### src/rtl/exposure_readout_timer.sv
// Exposure/readout timing source: holds the exposure setting, produces the
// exposure countdown and steps the readout sub-state sequence.
module exposure_readout_timer #(
    parameter int unsigned TICK_DIV = 200,
    parameter int unsigned DWELL    = 2,
    parameter int unsigned EXP_MIN  = 2,
    parameter int unsigned EXP_MAX  = 30,
    parameter int unsigned EXP_RST  = 2
) (
    input  logic       i_Clock,
    input  logic       i_Reset,
    input  logic       i_Exp_inc,
    input  logic       i_Exp_dec,
    input  logic [1:0] i_Main_FSM,
    output logic [4:0] o_count_time,
    output logic [2:0] o_RD_FSM,
    output logic [4:0] o_Exp_setting
);

    localparam int unsigned EXP_W   = 5;
    localparam int unsigned PRE_W   = 8;
    localparam int unsigned DWELL_W = 4;
    localparam int unsigned STEP_W  = 4;
    localparam int unsigned MAIN_W  = 2;

    localparam logic [STEP_W-1:0]  LAST_STEP = STEP_W'(8);
    localparam logic [PRE_W-1:0]   PRE_LAST  = PRE_W'(TICK_DIV - 1);
    localparam logic [DWELL_W-1:0] DWL_LAST  = DWELL_W'(DWELL - 1);

    typedef enum logic [MAIN_W-1:0] {
        MAIN_IDLE     = 2'b00,
        MAIN_EXPOSURE = 2'b01,
        MAIN_READOUT  = 2'b10,
        MAIN_ALT_IDLE = 2'b11
    } main_e;

    typedef enum logic [2:0] {
        RD_INIT    = 3'b000,
        RD_NRE_1   = 3'b001,
        RD_ADC_1   = 3'b010,
        RD_NOTHING = 3'b011,
        RD_NRE_2   = 3'b100,
        RD_ADC_2   = 3'b101,
        RD_END     = 3'b110
    } rd_e;

    logic [EXP_W-1:0]   exp_setting_q, exp_setting_d;
    logic [EXP_W-1:0]   count_q, count_d;
    rd_e                rd_q, rd_d;
    logic [PRE_W-1:0]   pre_q, pre_d;
    logic [DWELL_W-1:0] dwell_q, dwell_d;
    logic [STEP_W-1:0]  step_q, step_d;
    logic [MAIN_W-1:0]  prev_main_q;
    logic               inc_q, dec_q;

    logic inc_edge_c, dec_edge_c, is_idle_c, is_exp_c, is_rd_c;

    // Fixed readout order; NRE phases bracket each ADC phase.
    function automatic rd_e step_to_rd(input logic [STEP_W-1:0] step);
        rd_e rd;
        case (step)
            STEP_W'(0): rd = RD_INIT;
            STEP_W'(1): rd = RD_NRE_1;
            STEP_W'(2): rd = RD_ADC_1;
            STEP_W'(3): rd = RD_NRE_1;
            STEP_W'(4): rd = RD_NOTHING;
            STEP_W'(5): rd = RD_NRE_2;
            STEP_W'(6): rd = RD_ADC_2;
            STEP_W'(7): rd = RD_NRE_2;
            default:    rd = RD_END;
        endcase
        return rd;
    endfunction

    assign inc_edge_c = i_Exp_inc & ~inc_q;
    assign dec_edge_c = i_Exp_dec & ~dec_q;
    assign is_exp_c   = (i_Main_FSM == MAIN_EXPOSURE);
    assign is_rd_c    = (i_Main_FSM == MAIN_READOUT);
    assign is_idle_c  = (i_Main_FSM == MAIN_IDLE) || (i_Main_FSM == MAIN_ALT_IDLE);

    // Exposure setting: button edges honoured only while idle, simultaneous edges cancel.
    always_comb begin
        exp_setting_d = exp_setting_q;
        if (is_idle_c) begin
            if (inc_edge_c && !dec_edge_c && (exp_setting_q < EXP_W'(EXP_MAX))) begin
                exp_setting_d = exp_setting_q + EXP_W'(1);
            end else if (dec_edge_c && !inc_edge_c && (exp_setting_q > EXP_W'(EXP_MIN))) begin
                exp_setting_d = exp_setting_q - EXP_W'(1);
            end
        end
    end

    // Countdown: tracks the setting while idle, reloads on exposure entry, saturates at 0.
    always_comb begin
        count_d = count_q;
        pre_d   = '0;
        if (is_idle_c) begin
            count_d = exp_setting_q;
        end else if (is_exp_c) begin
            if (prev_main_q != MAIN_EXPOSURE) begin
                count_d = exp_setting_q;
            end else if (pre_q == PRE_LAST) begin
                if (count_q != '0) begin
                    count_d = count_q - EXP_W'(1);
                end
            end else begin
                pre_d = pre_q + PRE_W'(1);
            end
        end
    end

    // Readout sequencer: restarts on entry, parks on END, clears whenever not in readout.
    always_comb begin
        step_d  = '0;
        dwell_d = '0;
        rd_d    = RD_INIT;
        if (is_rd_c && (prev_main_q == MAIN_READOUT)) begin
            step_d  = step_q;
            dwell_d = dwell_q;
            rd_d    = rd_q;
            if (step_q != LAST_STEP) begin
                if (dwell_q == DWL_LAST) begin
                    dwell_d = '0;
                    step_d  = step_q + STEP_W'(1);
                    rd_d    = step_to_rd(step_q + STEP_W'(1));
                end else begin
                    dwell_d = dwell_q + DWELL_W'(1);
                end
            end
        end
    end

    always_ff @(posedge i_Clock or negedge i_Reset) begin
        if (!i_Reset) begin
            exp_setting_q <= EXP_W'(EXP_RST);
            count_q       <= EXP_W'(EXP_RST);
            rd_q          <= RD_INIT;
            pre_q         <= '0;
            dwell_q       <= '0;
            step_q        <= '0;
            prev_main_q   <= MAIN_IDLE;
            inc_q         <= 1'b0;
            dec_q         <= 1'b0;
        end else begin
            exp_setting_q <= exp_setting_d;
            count_q       <= count_d;
            rd_q          <= rd_d;
            pre_q         <= pre_d;
            dwell_q       <= dwell_d;
            step_q        <= step_d;
            prev_main_q   <= i_Main_FSM;
            inc_q         <= i_Exp_inc;
            dec_q         <= i_Exp_dec;
        end
    end

    assign o_Exp_setting = exp_setting_q;
    assign o_count_time  = count_q;
    assign o_RD_FSM      = rd_q;

endmodule

### config.mk
export PLATFORM = sky130hd
export DESIGN_NAME = exposure_readout_timer
export DESIGN_NICKNAME = d
export VERILOG_FILES = /design/src/rtl/exposure_readout_timer.sv
export SDC_FILE = /design/constraint.sdc
export NUM_CORES = 1
export LEC_CHECK = 0
export CAP_MARGIN = 0
export CORE_ASPECT_RATIO = 1.5
export CORE_MARGIN = 3
export CORE_UTILIZATION = 30
export CTS_CLUSTER_SIZE = 30
export DETAILED_ROUTE_END_ITERATION = 7
export PLACE_DENSITY = 0.5
export SLEW_MARGIN = 20
export SYNTH_ARGS = -nofsm -noshare
export SYNTH_HDL_FRONTEND = slang
export SYNTH_SLANG_ARGS = --single-unit
### constraint.sdc
create_clock -name i_Clock -period 2.1 [get_ports i_Clock]
set_input_delay 0.315 -clock i_Clock [delete_from_list [all_inputs] [get_ports i_Clock]]
set_output_delay 0.315 -clock i_Clock [all_outputs]
set_load 0.02 [all_outputs]
==> metrics.json, run 1 <==
{
  "timing": {
    "tightest_slew_ns": 0.4344,
    "total_of_endpoints_with_negative_setup_slack_in_the_final_report": 0,
    "max_clock_freq_ghz": 0.5008,
    "finClkSkew_ns": 0.007417,
    "max_transition_margin_pct": 71.04,
    "min_period_over_period_pct": 95.08,
    "post-route-min-period_ns": 1.997,
    "final-max-slew-violation-count": 0,
    "worst_slack_ns": 0.1033,
    "hold_viol_final": 0
  },
  "critical_path": {
    "timing.critical_path.slowest_stage_cell": "sky130_fd_sc_hd__clkdlybuf4s50_1",
    "rr_startpoint": "o_Exp_setting[1]",
    "regToRegEndpoint": "o_Exp_setting[3]",
    "cp_data_arrival_time_ns": 2.17,
    "max_stage_delay_ns": 0.47,
    "worst_setup_path_end_kind": "flip-flop",
    "worstSetupStartpointType": "primary input",
    "most_used_cell_cp": "sky130_fd_sc_hd__xnor2_1",
    "critical_path_cell_by_cell": "clkdlybuf4s50_1 -> nor2b_2 -> nand3_2 -> fa_1 -> a21o_1 -> a21oi_1 -> xnor2_1 -> nand2_1 -> xnor2_1",
    "reg2regPathDepth": 7,
    "reg2reg_slack_ns": 0.25,
    "worstPathRequired_ns": 2.27,
    "timing_worst_setup_path_type": "in2reg",
    "critPathMaxFanout": 4
  },
  "placement": {
    "dpl.hpwl_mm": 2.826,
    "place_congestion": 0.7502,
    "dp_slack_ns": -0.2509,
    "port_buf_inserts": 18
  },
  "power_and_ir_drop": {
    "vdd_drop_max_v": 0.0005882,
    "power.total_mw": 2.204,
    "power_per_cell_area_nw_per_um2": 948.9,
    "static-leakage-power_nw": 0.9824
  },
  "synthesis": {
    "yosys.cell_types.count": 45,
    "synthesis.area_um2": 1848,
    "ys_ff_latch": 33,
    "number_of_synthesized_flops_with_an_enable_pin": 0,
    "synth-async-reset-ratio_pct": 100.0,
    "synth-warning-count": 0,
    "synthesis.nets": 202,
    "dominantRegCellSynth": "sky130_fd_sc_hd__dfrtp_1",
    "yosysSeqAreaShare_pct": 44.82,
    "postSynthCellCount": 182,
    "post_synth.cell_area_avg_um2": 10.15
  },
  "job": {
    "maxCapViolations": 0
  },
  "drt": {
    "vias_per_cell": 4.688,
    "antenna_left": 0,
    "finalWirelength_mm": 3.732,
    "dr.first_iter.drc_count": 31,
    "wire_per_inst_um": 12.65,
    "drtPass1Iterations": 4,
    "vias": 1383,
    "remaining_routing_drc_violations": 0
  },
  "finish": {
    "diodes": 0,
    "layout.cells.most_common_list": "sky130_fd_sc_hd__dfrtp_1 (31), sky130_fd_sc_hd__nor2_1 (18), sky130_fd_sc_hd__nand2_1 (18), sky130_fd_sc_hd__clkdlybuf4s50_1 (18), sky130_fd_sc_hd__buf_4 (18)",
    "nets": 242,
    "commonest_non_fill_non_tap_cell_in_the_layout": "sky130_fd_sc_hd__dfrtp_1",
    "layout-drive-gt1-share_pct": 19.28,
    "synthToLayoutAreaGrowth_pct": 25.66
  },
  "global_routing": {
    "grtUsageMet2_pct": 22.00,
    "use_met3_pct": 2.165,
    "vias_in_the_first_global_route": 1464,
    "top_usage_layer": "met2",
    "initial_antenna_violation_count": 0,
    "maximum_number_of_pins_on_one_net_before_global_route_repair": 34,
    "globalRouteTotalUtil_pct": 11.80,
    "grt_overflow": 0,
    "global_route_wire_length_before_repair_mm": 6.651,
    "grtUsageMet1_pct": 12.59
  },
  "die": {
    "full_die_area_um2": 7157,
    "floorplan.core_area_um2": 5871,
    "initial_core_util_pct": 31.48,
    "dieHeight_um": 102.1,
    "die_w_um": 70.09,
    "io_pins": 19,
    "core.rowCount": 34
  },
  "clock_network": {
    "clock_sinks": 33,
    "tritoncts": "done",
    "clk-insertion-delay-late_ns": 0.29,
    "ctsHtreeMaxLevel": 2,
    "clkSlewWorstSetupHoldPaths_ns": 0.06,
    "longest_clk_path_bufs": 2,
    "clock_tree.root_cell": "sky130_fd_sc_hd__clkbuf_8",
    "tritoncts.num_buffers": 5
  },
  "min_path": {
    "worst_hold_path_type": "in2async"
  },
  "run_status": {
    "status": "completed"
  }
}
## worst max-delay path, delay by kind of cell
| family | cells | cell delay [ns] |
|---|---|---|
| AO/OA/AOI/OAI | 2 | 0.34 |
| AND/OR/NAND/NOR | 3 | 0.39 |
| XOR/XNOR | 2 | 0.25 |
| adder cells (fa/ha/maj) | 1 | 0.40 |
| buffers and inverters | 1 | 0.47 |
## power by group
part	internal (mW)	switching [mW]	leakage [nW]	total (mW)
combinational	0.473	0.412	0.513	0.885
sequential	0.748	0.109	0.425	0.858
clock	0.230	0.231	0.0450	0.461
## worst max path at each step
stage | start | to | slack [ns]
2_1_floorplan | o_Exp_setting[1] | o_Exp_setting[4] | 0.02
3_3_place_gp | i_Exp_inc | o_Exp_setting[4] | -0.23
3_5_place_dp | i_Exp_inc | o_Exp_setting[4] | -0.25
4_1_cts | i_Exp_inc | o_Exp_setting[4] | 0.06
5_1_grt | i_Exp_inc | o_Exp_setting[4] | -0.03
6_report | i_Exp_inc | o_Exp_setting[4] | 0.10
## cell usage after synthesis, types with 3 or more instances
| cell | instances | area share, % |
|---|---|---|
| sky130_fd_sc_hd__a21oi_1 | 10 | 2.7 |
| sky130_fd_sc_hd__a31oi_1 | 3 | 1.0 |
| sky130_fd_sc_hd__dfrtp_1 | 31 | 42 |
| sky130_fd_sc_hd__ha_1 | 13 | 8.8 |
| sky130_fd_sc_hd__inv_1 | 11 | 2.2 |
| sky130_fd_sc_hd__nand2_1 | 18 | 3.7 |
| sky130_fd_sc_hd__nand3_1 | 5 | 1.4 |
| sky130_fd_sc_hd__nor2_1 | 18 | 3.7 |
| sky130_fd_sc_hd__o21ai_0 | 15 | 4.1 |
| sky130_fd_sc_hd__o22a_1 | 3 | 1.4 |
| sky130_fd_sc_hd__or3_1 | 3 | 1.0 |
| sky130_fd_sc_hd__xnor2_1 | 7 | 3.3 |
| sky130_fd_sc_hd__xor2_1 | 5 | 2.4 |
## cells by family after synthesis
group / count (synthesis) / share of synthesized area, %
flops: 33 / 44.82
xor+xnor: 12 / 5.687
fa+ha+maj: 14 / 9.885
simple gates: 66 / 20.51
compound gates: 40 / 13.95
buf+inv: 14 / 3.385
mux: 3 / 1.760
## through the flow
step | instances | setup TNS [ns] | area (um2) | util, % | hold WS (ns)
global placement | 287 | -0.8702 | 2232 | 38.02 | 0.4516
detailed placement | 287 | -0.7472 | 2232 | 38.02 | 0.4514
floorplan | 182 | 0 | 1848 | - | 0.01941
CTS | 295 | 0 | 2315 | 39.43 | 0.4538
finish | 295 | 0 | 2322 | 39.56 | 0.4340
global route | 295 | -0.03206 | 2322 | 39.56 | 0.4932
## area by class of cell
class	count	area, um2
repair buffers	36	315.3
multi-input cells	135	964.7
clock buffers	6	72.57
clock inverters	2	10.01
inverters	11	41.29
well taps	72	90.09
flip-flops and latches	33	828.3
fillers	621	3548
## per-layer routing
layer / wire (um) / vias up / part of all wire [%]
li1: - / 711 / -
met1: 1525 / 653 / 41
met2: 2036 / 14 / 55
met3: 73 / 5 / 2.0
met4: 97 / 0 / 2.6
met5: 0 / - / 0
## flip-flops by register name, summed over array words and instances (netlist names)
register       flops
pre_q              8
o_Exp_setting      5
o_count_time       5
dwell_q            4
step_q             4
o_RD_FSM           3
prev_main_q        2
dec_q              1
inc_q              1
## repair_timing
action	in CTS	in global routing
resized for setup	0	2
endpoints found under the setup margin	0	2
hold buffers	0	0
buffers inserted	0	0
Note: power is estimated with default switching activity, not from simulation.
==> run 2, diff against run 1 <==
--- a/config.mk
+++ b/config.mk
@@ -6,12 +6,13 @@
 export NUM_CORES = 1
 export LEC_CHECK = 0
 export CAP_MARGIN = 0
-export CORE_ASPECT_RATIO = 1.5
+export CORE_ASPECT_RATIO = 0.9
 export CORE_MARGIN = 3
 export CORE_UTILIZATION = 30
 export CTS_CLUSTER_SIZE = 30
 export DETAILED_ROUTE_END_ITERATION = 7
 export PLACE_DENSITY = 0.5
+export SETUP_SLACK_MARGIN = 0.1
 export SLEW_MARGIN = 20
 export SYNTH_ARGS = -nofsm -noshare
 export SYNTH_HDL_FRONTEND = slang
==> run 2 against run 1 <==
  * Die area is 0.25% lower
  * Hold slack better by 0.0025 ns
  * First-iteration DRC count is 58% higher
  * Count of clock-buffer cells in the layout is 1 higher
  * Combinational power is 1% higher
  * Sequential share of layout area hardly changed
  * Fmax is 2.7% higher
  * Setup slack better by 0.052 ns
  * Power is 1.6% higher
  * Non-clock buffer count is 1 lower
  * Design area hardly changed
  * Critical endpoint is now o_count_time[2]
  * Largest cell class unchanged
  * Largest power group unchanged
==> metrics.json, run 2 (synthesized netlist as in run 1, its figures left out) <==
{
  "critical_path": {
    "worst_setup_path_end_kind": {"value": "flip-flop", "change": "unchanged"},
    "timing_worst_setup_path_type": {"value": "in2reg", "change": "unchanged"},
    "reg2reg_slack": {"value": 0.28, "unit": "ns", "change": "was 0.25 ns"},
    "cp_top_family": {"value": "simple AND/OR/NAND/NOR gates", "change": "was buffers and inverters"},
    "regToRegEndpoint": {"value": "o_Exp_setting[4]", "change": "was o_Exp_setting[3]"},
    "reg2regPathDepth": {"value": 8, "change": "was 7"},
    "cp_data_arrival_time": {"value": 2.12, "unit": "ns", "change": "was 2.17 ns"},
    "worstPathRequired": {"value": 2.28, "unit": "ns", "change": "was 2.27 ns"},
    "max_stage_delay": {"value": 0.53, "unit": "ns", "change": "was 0.47 ns"},
    "critical_path_cell_by_cell": {"value": "clkdlybuf4s50_1 -> inv_1 -> ha_1 -> or3b_2 -> nor2_4 -> a31oi_1 -> o22a_2", "change": "was clkdlybuf4s50_1 -> nor2b_2 -> nand3_2 -> fa_1 -> a21o_1 -> a21oi_1 -> xnor2_1 -> nand2_1 -> xnor2_1"},
    "timing.critical_path.slowest_stage_cell": {"value": "sky130_fd_sc_hd__or3b_2", "change": "was sky130_fd_sc_hd__clkdlybuf4s50_1"},
    "worstSetupStartpointType": {"value": "primary input", "change": "unchanged"},
    "critPathMaxFanout": {"value": 3, "change": "was 4"},
    "rr_startpoint": {"value": "o_Exp_setting[1]", "change": "unchanged"},
    "cp.buffers_inverters": {"value": 2, "change": "was 1"}
  },
  "placement": {
    "place_area": {"value": 2227, "unit": "um2", "change": "was 2232 um2"},
    "place_congestion": {"value": 0.8049, "change": "was 0.7502"},
    "dp_cells": {"value": 284, "change": "was 287"},
    "port_buf_inserts": {"value": 18, "change": "unchanged"},
    "dpl.hpwl": {"value": 2.686, "unit": "mm", "change": "was 2.826 mm"}
  },
  "job": {
    "maxCapViolations": {"value": 0, "change": "unchanged"}
  },
  "global_routing": {
    "initial_antenna_violation_count": {"value": 0, "change": "unchanged"},
    "maximum_number_of_pins_on_one_net_before_global_route_repair": {"value": 34, "change": "unchanged"},
    "global_route_wire_length_before_repair": {"value": 6.389, "unit": "mm", "change": "was 6.651 mm"},
    "grt_overflow": {"value": 0, "change": "unchanged"},
    "globalRouteTotalUtil": {"value": 11.69, "unit": "%", "change": "was 11.80%"},
    "vias_in_the_first_global_route": {"value": 1360, "change": "was 1,464"}
  },
  "finish": {
    "max_reg_flops": {"value": 8, "change": "unchanged"},
    "design_area": {"value": 2323, "unit": "um2", "change": "was 2322 um2"},
    "final_util": {"value": 39.90, "unit": "%", "change": "was 39.56%"},
    "layout.cells.most_common_list": {"value": "sky130_fd_sc_hd__dfrtp_1 (31), sky130_fd_sc_hd__nor2_1 (18), sky130_fd_sc_hd__nand2_1 (18), sky130_fd_sc_hd__clkdlybuf4s50_1 (18), sky130_fd_sc_hd__buf_4 (17)", "change": "was sky130_fd_sc_hd__dfrtp_1 (31), sky130_fd_sc_hd__nor2_1 (18), sky130_fd_sc_hd__nand2_1 (18), sky130_fd_sc_hd__clkdlybuf4s50_1 (18), sky130_fd_sc_hd__buf_4 (18)"},
    "layoutNonFillerInstCount": {"value": 291, "change": "was 295"},
    "nets": {"value": 241, "change": "was 242"},
    "diodes": {"value": 0, "change": "unchanged"},
    "largest_register": {"value": "pre_q", "change": "unchanged"},
    "synthToLayoutAreaGrowth": {"value": 25.73, "unit": "%", "change": "was 25.66%"},
    "layout-drive-gt1-share": {"value": 19.00, "unit": "%", "change": "was 19.28%"},
    "commonest_non_fill_non_tap_cell_in_the_layout": {"value": "sky130_fd_sc_hd__dfrtp_1", "change": "unchanged"}
  },
  "clock_network": {
    "clock_sinks": {"value": 33, "change": "unchanged"},
    "tritoncts.num_buffers": {"value": 5, "change": "unchanged"},
    "clkSlewWorstSetupHoldPaths": {"value": 0.06, "unit": "ns", "change": "about the same"},
    "clk-insertion-delay-late": {"value": 0.28, "unit": "ns", "change": "was 0.29 ns"},
    "clock_tree.root_cell": {"value": "sky130_fd_sc_hd__clkbuf_8", "change": "unchanged"},
    "cts_setup_buffers": {"value": 0, "change": "unchanged"},
    "ctsHtreeMaxLevel": {"value": 2, "change": "unchanged"},
    "tritoncts": {"value": "done", "change": "unchanged"},
    "longest_clk_path_bufs": {"value": 2, "change": "unchanged"}
  },
  "drt": {
    "dr.first_iter.drc_count": {"value": 49, "change": "was 31"},
    "finalWirelength": {"value": 3.652, "unit": "mm", "change": "was 3.732 mm"},
    "remaining_routing_drc_violations": {"value": 0, "change": "unchanged"},
    "vias": {"value": 1377, "change": "was 1,383"},
    "wire_per_inst": {"value": 12.55, "unit": "um", "change": "was 12.65 um"},
    "vias_per_cell": {"value": 4.732, "change": "was 4.688"},
    "antenna_left": {"value": 0, "change": "unchanged"},
    "drtPass1Iterations": {"value": 4, "change": "unchanged"}
  },
  "timing": {
    "total_of_endpoints_with_negative_setup_slack_in_the_final_report": {"value": 0, "change": "unchanged"},
    "hold_slack": {"value": 0.4365, "unit": "ns", "change": "was 0.4340 ns"},
    "setup-tns-final": {"value": 0, "unit": "ns", "change": "unchanged"},
    "final-max-slew-violation-count": {"value": 0, "change": "unchanged"},
    "min_period_over_period": {"value": 92.62, "unit": "%", "change": "was 95.08%"},
    "tightest_slew": {"value": 0.4400, "unit": "ns", "change": "was 0.4344 ns"},
    "post-route-min-period": {"value": 1.945, "unit": "ns", "change": "was 1.997 ns"},
    "setup_repair_after_global_routing_missed_its_margin": "yes",
    "max_clock_freq": {"value": 0.5142, "unit": "GHz", "change": "was 0.5008 GHz"},
    "hold_viol_final": {"value": 0, "change": "unchanged"},
    "finClkSkew": {"value": 0.001411, "unit": "ns", "change": "was 0.007417 ns"},
    "max_transition_margin": {"value": 70.66, "unit": "%", "change": "was 71.04%"}
  },
  "die": {
    "die_w": {"value": 88.73, "unit": "um", "change": "was 70.09 um"},
    "io_pins": {"value": 19, "change": "unchanged"},
    "core.rowCount": {"value": 26, "change": "was 34"},
    "dieHeight": {"value": 80.46, "unit": "um", "change": "was 102.1 um"},
    "full_die_area": {"value": 7139, "unit": "um2", "change": "was 7157 um2"},
    "initial_core_util": {"value": 31.74, "unit": "%", "change": "was 31.48%"},
    "floorplan.core_area": {"value": 5823, "unit": "um2", "change": "was 5871 um2"}
  },
  "min_path": {
    "worst_hold_path_type": {"value": "in2async", "change": "unchanged"}
  },
  "power_and_ir_drop": {
    "power_per_cell_area": {"value": 963.4, "unit": "nW/um2", "change": "was 948.9 nW/um2"},
    "static-leakage-power": {"value": 0.9773, "unit": "nW", "change": "was 0.9824 nW"},
    "vdd_drop_max": {"value": 0.0002446, "unit": "V", "change": "was 0.0005882 V"}
  },
  "run_status": {
    "status": {"value": "completed", "change": "unchanged"}
  }
}
## run 2: report_power, final
| part | switching, mW | internal [mW] | leakage, nW |
|---|---|---|---|
| Combinational | 0.422 | 0.475 | 0.508 |
| Clock | 0.224 | 0.260 | 0.0443 |
| Sequential | 0.110 | 0.749 | 0.425 |
## run 2: through the flow
stage	setup WS, ns	power, mW
detailed placement	-0.2026	1.768
finish	0.1551	2.238
global route	0.08794	2.395
floorplan	0.1167	1.353
global placement	-0.1769	1.770
CTS	0.1010	2.271
## run 2: layer usage
layer | wire length (um) | track usage, % | vias to the layer above
li1 | - | - | 706
met1 | 1853 | 16.07 | 642
met2 | 1570 | 16.91 | 22
met3 | 154 | 3.077 | 7
met4 | 74 | 5.438 | 0
met5 | 0 | 0 | -
## run 2: worst max-delay path by stage
stage | startpoint | end | slack (ns) | cells past startpoint
final | i_Main_FSM[0] | o_count_time[2] | 0.16 | 7
after global routing | i_Exp_inc | o_Exp_setting[4] | 0.09 | 9
after CTS | i_Exp_inc | o_Exp_setting[4] | 0.10 | 9
after detailed placement | i_Exp_inc | o_Exp_setting[4] | -0.20 | 9
after global placement | i_Exp_inc | o_Exp_setting[4] | -0.18 | 9
after floorplan | o_Exp_setting[4] | o_Exp_setting[4] | 0.12 | 8
## run 2: layout make-up
type                    count  area (um2)
inverters                  11       41.29
well taps                  70       87.58
fillers                   562        3500
clock buffers               7       86.33
flip-flops and latches     33       828.3
multi-input cells         135       972.2
repair buffers             35       307.8
## run 2: timing repair
item | in CTS | in global routing
resized for setup | 0 | 3
hold buffers | 0 | 0
setup endpoints to repair | 0 | 3
